<file path="src/rtl/ir_pkg.sv">
// rtl/ir_pkg.sv - shared state encoding and NEC pulse windows for the IR decoder
package ir_pkg;

  typedef enum logic [2:0] {
    IDLE      = 3'd0,
    LEAD_LOW  = 3'd1,
    LEAD_HIGH = 3'd2,
    BIT_LOW   = 3'd3,
    BIT_HIGH  = 3'd4,
    CHECK     = 3'd5,
    ERR       = 3'd6
  } ir_state_t;

  localparam int DUR_W = 14;

  // All windows are in microseconds, inclusive on both ends.
  localparam logic [DUR_W-1:0] DUR_SAT       = 14'd16383;
  localparam logic [DUR_W-1:0] T_TIMEOUT     = 14'd10000;
  localparam logic [DUR_W-1:0] LEAD_LOW_MIN  = 14'd8000;
  localparam logic [DUR_W-1:0] LEAD_LOW_MAX  = 14'd10000;
  localparam logic [DUR_W-1:0] LEAD_HIGH_MIN = 14'd4000;
  localparam logic [DUR_W-1:0] LEAD_HIGH_MAX = 14'd5000;
  localparam logic [DUR_W-1:0] REP_HIGH_MIN  = 14'd2000;
  localparam logic [DUR_W-1:0] REP_HIGH_MAX  = 14'd2500;
  localparam logic [DUR_W-1:0] BIT_LOW_MIN   = 14'd400;
  localparam logic [DUR_W-1:0] BIT_LOW_MAX   = 14'd700;
  localparam logic [DUR_W-1:0] ZERO_HIGH_MIN = 14'd400;
  localparam logic [DUR_W-1:0] ZERO_HIGH_MAX = 14'd700;
  localparam logic [DUR_W-1:0] ONE_HIGH_MIN  = 14'd1400;
  localparam logic [DUR_W-1:0] ONE_HIGH_MAX  = 14'd1900;

  function automatic logic in_win(input logic [DUR_W-1:0] d,
                                  input logic [DUR_W-1:0] lo,
                                  input logic [DUR_W-1:0] hi);
    return (d >= lo) && (d <= hi);
  endfunction

endpackage

</file>
<file path="src/rtl/ir_us_tick.sv">
// rtl/ir_us_tick.sv - free-running prescaler giving a one-cycle strobe per microsecond
module ir_us_tick #(
  parameter int US_DIV = 50
) (
  input  logic Clk,
  input  logic rst_n,
  output logic us_tick
);

  localparam int CW = (US_DIV > 1) ? $clog2(US_DIV) : 1;
  localparam logic [CW-1:0] LAST = CW'(US_DIV - 1);

  logic [CW-1:0] cnt;

  always_ff @(posedge Clk or negedge rst_n) begin
    if (!rst_n) begin
      cnt     <= '0;
      us_tick <= 1'b0;
    end else if (cnt == LAST) begin
      cnt     <= '0;
      us_tick <= 1'b1;
    end else begin
      cnt     <= cnt + 1'b1;
      us_tick <= 1'b0;
    end
  end

endmodule

</file>
<file path="src/rtl/ir_nec_decoder.sv">
// rtl/ir_nec_decoder.sv - NEC IR frame decoder: sync, pulse timing FSM, frame publish
module ir_nec_decoder
  import ir_pkg::*;
#(
  parameter int US_DIV     = 50,
  parameter int READY_CYC  = 1,
  parameter int CHECK_ADDR = 0
) (
  input  logic        Clk,
  input  logic        rst_n,
  input  logic        IRDA_RXD,
  output logic        IR_READY,
  output logic [31:0] IR_DATA,
  output logic        IR_REPEAT,
  output logic        IR_ERR
);

  localparam int RCW = (READY_CYC > 1) ? $clog2(READY_CYC) : 1;

  logic             sync1, sync2, sync3;
  logic             rise, fall, edge_any;
  logic             us_tick;
  logic [DUR_W-1:0] dur;
  logic             timeout;

  ir_state_t        state, state_n;
  logic [31:0]      sr;
  logic [4:0]       bit_cnt;
  logic [RCW-1:0]   ready_cnt;

  logic             shift_en, shift_val, clr_bits, rep_p, err_p, pass_p;
  logic             cmd_ok, addr_ok;

  ir_us_tick #(.US_DIV(US_DIV)) u_tick (
    .Clk     (Clk),
    .rst_n   (rst_n),
    .us_tick (us_tick)
  );

  // sync3 is the registered copy used for edge detection; all idle high.
  always_ff @(posedge Clk or negedge rst_n) begin
    if (!rst_n) begin
      sync1 <= 1'b1;
      sync2 <= 1'b1;
      sync3 <= 1'b1;
    end else begin
      sync1 <= IRDA_RXD;
      sync2 <= sync1;
      sync3 <= sync2;
    end
  end

  assign rise     = ~sync3 & sync2;
  assign fall     = sync3 & ~sync2;
  assign edge_any = rise | fall;

  always_ff @(posedge Clk or negedge rst_n) begin
    if (!rst_n) begin
      dur <= '0;
    end else if (edge_any) begin
      dur <= '0;
    end else if (us_tick && (dur != DUR_SAT)) begin
      dur <= dur + 1'b1;
    end
  end

  assign timeout = (dur > T_TIMEOUT);

  assign cmd_ok  = (sr[23:16] == ~sr[31:24]);
  assign addr_ok = (CHECK_ADDR == 0) || (sr[7:0] == ~sr[15:8]);

  always_ff @(posedge Clk or negedge rst_n) begin
    if (!rst_n) begin
      state <= IDLE;
    end else begin
      state <= state_n;
    end
  end

  // Each phase is judged on the edge that ends it, using the dur it accumulated.
  always_comb begin
    state_n   = state;
    shift_en  = 1'b0;
    shift_val = 1'b0;
    clr_bits  = 1'b0;
    rep_p     = 1'b0;
    err_p     = 1'b0;
    pass_p    = 1'b0;
    case (state)
      IDLE: begin
        if (fall) state_n = LEAD_LOW;
      end
      LEAD_LOW: begin
        if (rise) begin
          state_n = in_win(dur, LEAD_LOW_MIN, LEAD_LOW_MAX) ? LEAD_HIGH : ERR;
        end else if (timeout) begin
          state_n = ERR;
        end
      end
      LEAD_HIGH: begin
        if (fall) begin
          if (in_win(dur, LEAD_HIGH_MIN, LEAD_HIGH_MAX)) begin
            clr_bits = 1'b1;
            state_n  = BIT_LOW;
          end else if (in_win(dur, REP_HIGH_MIN, REP_HIGH_MAX)) begin
            rep_p   = 1'b1;
            state_n = IDLE;
          end else begin
            state_n = ERR;
          end
        end else if (timeout) begin
          state_n = ERR;
        end
      end
      BIT_LOW: begin
        if (rise) begin
          state_n = in_win(dur, BIT_LOW_MIN, BIT_LOW_MAX) ? BIT_HIGH : ERR;
        end else if (timeout) begin
          state_n = ERR;
        end
      end
      BIT_HIGH: begin
        if (fall) begin
          if (in_win(dur, ZERO_HIGH_MIN, ZERO_HIGH_MAX)) begin
            shift_en  = 1'b1;
            shift_val = 1'b0;
          end else if (in_win(dur, ONE_HIGH_MIN, ONE_HIGH_MAX)) begin
            shift_en  = 1'b1;
            shift_val = 1'b1;
          end
          if (!shift_en)              state_n = ERR;
          else if (bit_cnt == 5'd31)  state_n = CHECK;
          else                        state_n = BIT_LOW;
        end else if (timeout) begin
          state_n = ERR;
        end
      end
      CHECK: begin
        if (cmd_ok && addr_ok) pass_p = 1'b1;
        else                   err_p  = 1'b1;
        state_n = IDLE;
      end
      ERR: begin
        err_p   = 1'b1;
        state_n = IDLE;
      end
      default: state_n = IDLE;
    endcase
  end

  // Bits arrive LSB first, so each new bit enters at the top and walks down to bit 0.
  always_ff @(posedge Clk or negedge rst_n) begin
    if (!rst_n) begin
      sr      <= '0;
      bit_cnt <= '0;
    end else if (state == ERR) begin
      sr      <= '0;
      bit_cnt <= '0;
    end else if (clr_bits) begin
      bit_cnt <= '0;
    end else if (shift_en) begin
      sr      <= {shift_val, sr[31:1]};
      bit_cnt <= bit_cnt + 1'b1;
    end
  end

  always_ff @(posedge Clk or negedge rst_n) begin
    if (!rst_n) begin
      IR_DATA   <= '0;
      IR_REPEAT <= 1'b0;
      IR_ERR    <= 1'b0;
    end else begin
      IR_REPEAT <= rep_p;
      IR_ERR    <= err_p;
      if (pass_p) IR_DATA <= sr;
    end
  end

  // A new frame while READY is still high restarts the hold time.
  always_ff @(posedge Clk or negedge rst_n) begin
    if (!rst_n) begin
      IR_READY  <= 1'b0;
      ready_cnt <= '0;
    end else if (pass_p) begin
      IR_READY  <= 1'b1;
      ready_cnt <= RCW'(READY_CYC - 1);
    end else if (IR_READY) begin
      if (ready_cnt == '0) IR_READY  <= 1'b0;
      else                 ready_cnt <= ready_cnt - 1'b1;
    end
  end

endmodule

</file>
<file path="config.mk">
export PLATFORM = sky130hd
export DESIGN_NAME = ir_nec_decoder
export DESIGN_NICKNAME = d
export VERILOG_FILES = /design/src/rtl/ir_pkg.sv /design/src/rtl/ir_us_tick.sv /design/src/rtl/ir_nec_decoder.sv
export SDC_FILE = /design/constraint.sdc
export NUM_CORES = 1
export LEC_CHECK = 0
export CELL_PAD_IN_SITES_DETAIL_PLACEMENT = 0
export CELL_PAD_IN_SITES_GLOBAL_PLACEMENT = 2
export CORE_UTILIZATION = 40
export CTS_CLUSTER_DIAMETER = 60
export DETAILED_ROUTE_END_ITERATION = 16
export PLACE_DENSITY_LB_ADDON = 0.1
export SYNTH_ARGS = -nofsm -noshare
export SYNTH_HDL_FRONTEND = slang
export SYNTH_SLANG_ARGS = --single-unit
export TNS_END_PERCENT = 1
</file>
<file path="constraint.sdc">
create_clock -name Clk -period 6.8 [get_ports Clk]
set_clock_uncertainty 0.15 [all_clocks]
set_input_delay 1.36 -clock Clk [delete_from_list [all_inputs] [get_ports Clk]]
set_output_delay 1.36 -clock Clk [all_outputs]
set_load 0.02 [all_outputs]
</file>
==> key figures <==
Floorplanning
  • Io pins: 38
  • Die span in y: ~110 um
  • CORE AREA: 0.01152 mm^2
  • Row Count: 39
  • Initial Util: 0.4130
  • Die X: 111.0 um
  • Die Area: 0.01233 mm^2

Worst setup path
  • R2R cell count: 6
  • R2R setup slack: 4010 ps
  • Worst setup SP type: register
  • Worst r2r src: sr[19]
  • CP Cell Sequence: clkdlybuf4s50_1
  • Max stage delay on crit path: 620 ps
  • WP buf/inv: 1
  • Crit path max fanout: 2
  • CP Capture Type: output pin
  • Worst Setup SP: IR_DATA[21]
  • Critical Path Stages: 1
  • FF-to-FF End: IR_DATA[22]
  • Critical Path End: IR_DATA[21]
  • CP top delay family: buffers and inverters
  • CP arrival: 1340 ps
  • CP max-delay cell: clkdlybuf4s50_1
  • Worst EP required: 5290 ps
  • Setup CP Type: register to output pin

Placed design
  • I/O Buffers: 37
  • GPL Wtd Cong: 0.8108
  • Post-DP HPWL: 6.378 mm
  • Placed cell areas: 0.005181 mm^2

Logic synthesis
  • Post-synth top area share: 0.5051
  • Cell Area, Synth: 0.004756 mm^2
  • Post-synth EDFFs: 0
  • Synth Register Bits: 99
  • Post-Syn Nets: 479
  • Post-synth ARST share: 1.000
  • Top_reg_cell synth: dfrtp_1
  • Post-synthesis sequential area ratio: 0.5217
  • Area leader, netlist: dfrtp_1
  • Synth area leaders: dfrtp_1 (51%), mux2_2 (7.8%), nand2_1 (6.9%), a21oi_1 (4.4%), xnor2_1 (2.9%)
  • Yosys warning total: 0
  • Mapped Cells: 468
  • Syn avg cell area: 10.16 um^2
  • Synth unique cells: 50

Status
  • Status: finished, final reports clean

GRT
  • Global-route track usage on met1: 0.2608
  • GRT met3 Usage: 0.04757
  • First-pass GRT wire length: 17.48 mm
  • Largest net degree at the start of global routing: 60
  • Number of global-route vias before repair: about 3.3k
  • Total GRT Usage: 0.1785
  • Congestion Overflow GR: 0
  • Initial antenna violation count: 0
  • Met2 Resource Use GR: 0.2616
  • Top Usage Layer GRT: met2

Timing
  • Maximum clock frequency: 351.2 MHz
  • RSZ-0062 raised after global routing: false
  • Max Slew Vio Count: 0
  • Fin crit period: 2847 ps
  • Max-slew headroom: 0.4686
  • Final setup vio count: 0
  • Worst Tran Pin Value: 796.3 ps
  • Final period util: 0.4187
  • Setup TNS Final: 0 ps
  • Final number of hold-violating endpoints: 0
  • Hold slack: between 200 and 250 ps

Layout
  • ANT cells: 0
  • # fillers: 1116
  • Area growth syn-to-layout: 15.79%
  • Layout net count: around 500
  • Post-route cell area: 0.005507 mm^2
  • Fraction of layout cells with a size suffix above 1: 0.1308

Route
  • ANT nets after route: 0
  • Final WL: 10.11 mm
  • Routed wire per std cell: ~16 um
  • DRT Pass-1 Iters: 4
  • Drt first-iter violations: 216
  • # DRC: 0
  • Via Count: 3338
  • Vias per cell: about 5.2

Min path
  • Hold Crit Class: register to register

Clock network
  • Post-CTS Setup Repair Bufs: 0
  • CTS root buf: clkbuf_16
  • Clk slew on worst S/H paths: 70 ps
  • Cts repair resizes: 0
  • CTS Hold Bufs: 0
  • Max Root-Sink Buffers: 2
  • Clk_lat worst skew: 350 ps
  • CTS tree: yes
  • CTS H-tree lvls: 3
  • Num CTS Buffers: 9
  • Clock Sinks: 99

Pwr
  • Cell leakage power: 2.399 nW
  • Cell Pwr Density: 232.3 mW/mm^2
  • Worst vdd ir: 163.1 uV

Run
  • Max-Cap Viols: 0
## Yosys cell counts (2+ instances only)
library cell and n:
buf_6 4, buf_2 9, dfrtp_1 96, nand2_1 87, o211ai_1 3, inv_1 9, buf_4 3, nand2b_1 5
o31ai_1 2, nor3_1 6, mux2_2 33, xnor2_1 16, nand4b_1 4, and3_1 4, clkbuf_1 12, dfstp_2 3
nor2_1 21, and2_1 12, xor2_1 3, a31oi_1 3, a21o_1 5, ha_1 8, mux2i_1 2, nor3b_1 2
nor2b_1 5, or3_1 8, or2_2 2, a21oi_1 42, nand3b_1 4, o21ai_0 11, nor4_1 6, o21bai_1 2
o21ai_1 2, nand3_1 10, nand4_1 5, a21boi_0 5
## metal layers
metal  part of all wire  up-vias
met1               0.52     1623
met3              0.037        8
met2               0.44       48
met4             0.0096        0
met5                  0        -
li1                   -     1659
## layout by cell type, fill, tap and decap left out, types with 3 or more instances in the layout
cell type,synthesis,final
or3_1,8,8
a21boi_0,5,5
nor4_1,6,6
xor2_1,3,3
inv_1,9,9
a21o_1,5,5
clkdlybuf4s50_1,0,36
nand4_1,5,5
nor2_1,21,20
nand4b_1,4,4
a31oi_1,3,3
dfrtp_1,96,96
o211ai_1,3,3
dfstp_2,3,3
clkbuf_16,0,9
and2_1,12,12
nand3b_1,4,4
nor2b_1,5,5
o21ai_0,11,11
a21oi_1,42,42
mux2_2,33,33
nand2b_1,5,5
and3_1,4,4
nor3_1,6,6
xnor2_1,16,16
nand2_1,87,87
nand3_1,10,10
ha_1,8,8
buf_4,3,6
## through the flow
step	std cells	utilization	worst slack, ps	total power (W)
floorplan	468	-	4426	0.0006914
global placement	624	0.4499	4033	0.0007343
detailed placement	624	0.4499	3979	0.0007326
CTS	640	0.4782	3925	0.001301
global route	640	0.4782	3828	0.001340
finish	640	0.4782	3953	0.001279
## registers in the layout, summed over array words and instances, names as in the netlist
name / count
state: 3
sync3: 1
IR_ERR: 1
sr: 32
bit_cnt: 5
IR_DATA: 32
dur: 14
sync1: 1
IR_READY: 1
u_tick.us_tick: 1
u_tick.cnt: 6
sync2: 1
IR_REPEAT: 1
## kinds of logic after synthesis
group,count (synthesis),synth area share
xor gates and xnor gates,19,0.03499
adders and majority gates,8,0.02105
buffers and inverters,38,0.04104
muxes,35,0.08235
DFF,99,0.5217
and+or+nand+nor,187,0.1952
AOI/OAI and AO/OA,82,0.1037
## power by group
part	switching (W)	internal (W)
sequential	0.0000163	0.000601
combinational	0.0000681	0.0000340
clock	0.000228	0.000333
total	0.000312	0.000967
## cell type report
cell class,count,area (um^2),area share
clock inverter,6,86.33,0.01568
multi-input combinational,331,2082,0.3781
tap,143,178.9,0.03249
sequential,99,2481,0.4506
inverter,9,33.78,0.006135
timing repair buffer,42,405.4,0.07362
clock buffer,10,239.0,0.04340
## worst min path at each step
stage                     start  slack (ps)  cells after the start  endpoint
final                     sync1         210                      0     sync2
after global routing      sync1         220                      0     sync2
after CTS                 sync1         210                      0     sync2
after detailed placement  sync1         200                      0     sync2
after global placement    sync1         200                      0     sync2
after floorplan           sync1         200                      0     sync2
No activity file was read; power rests on OpenSTA's default activity.
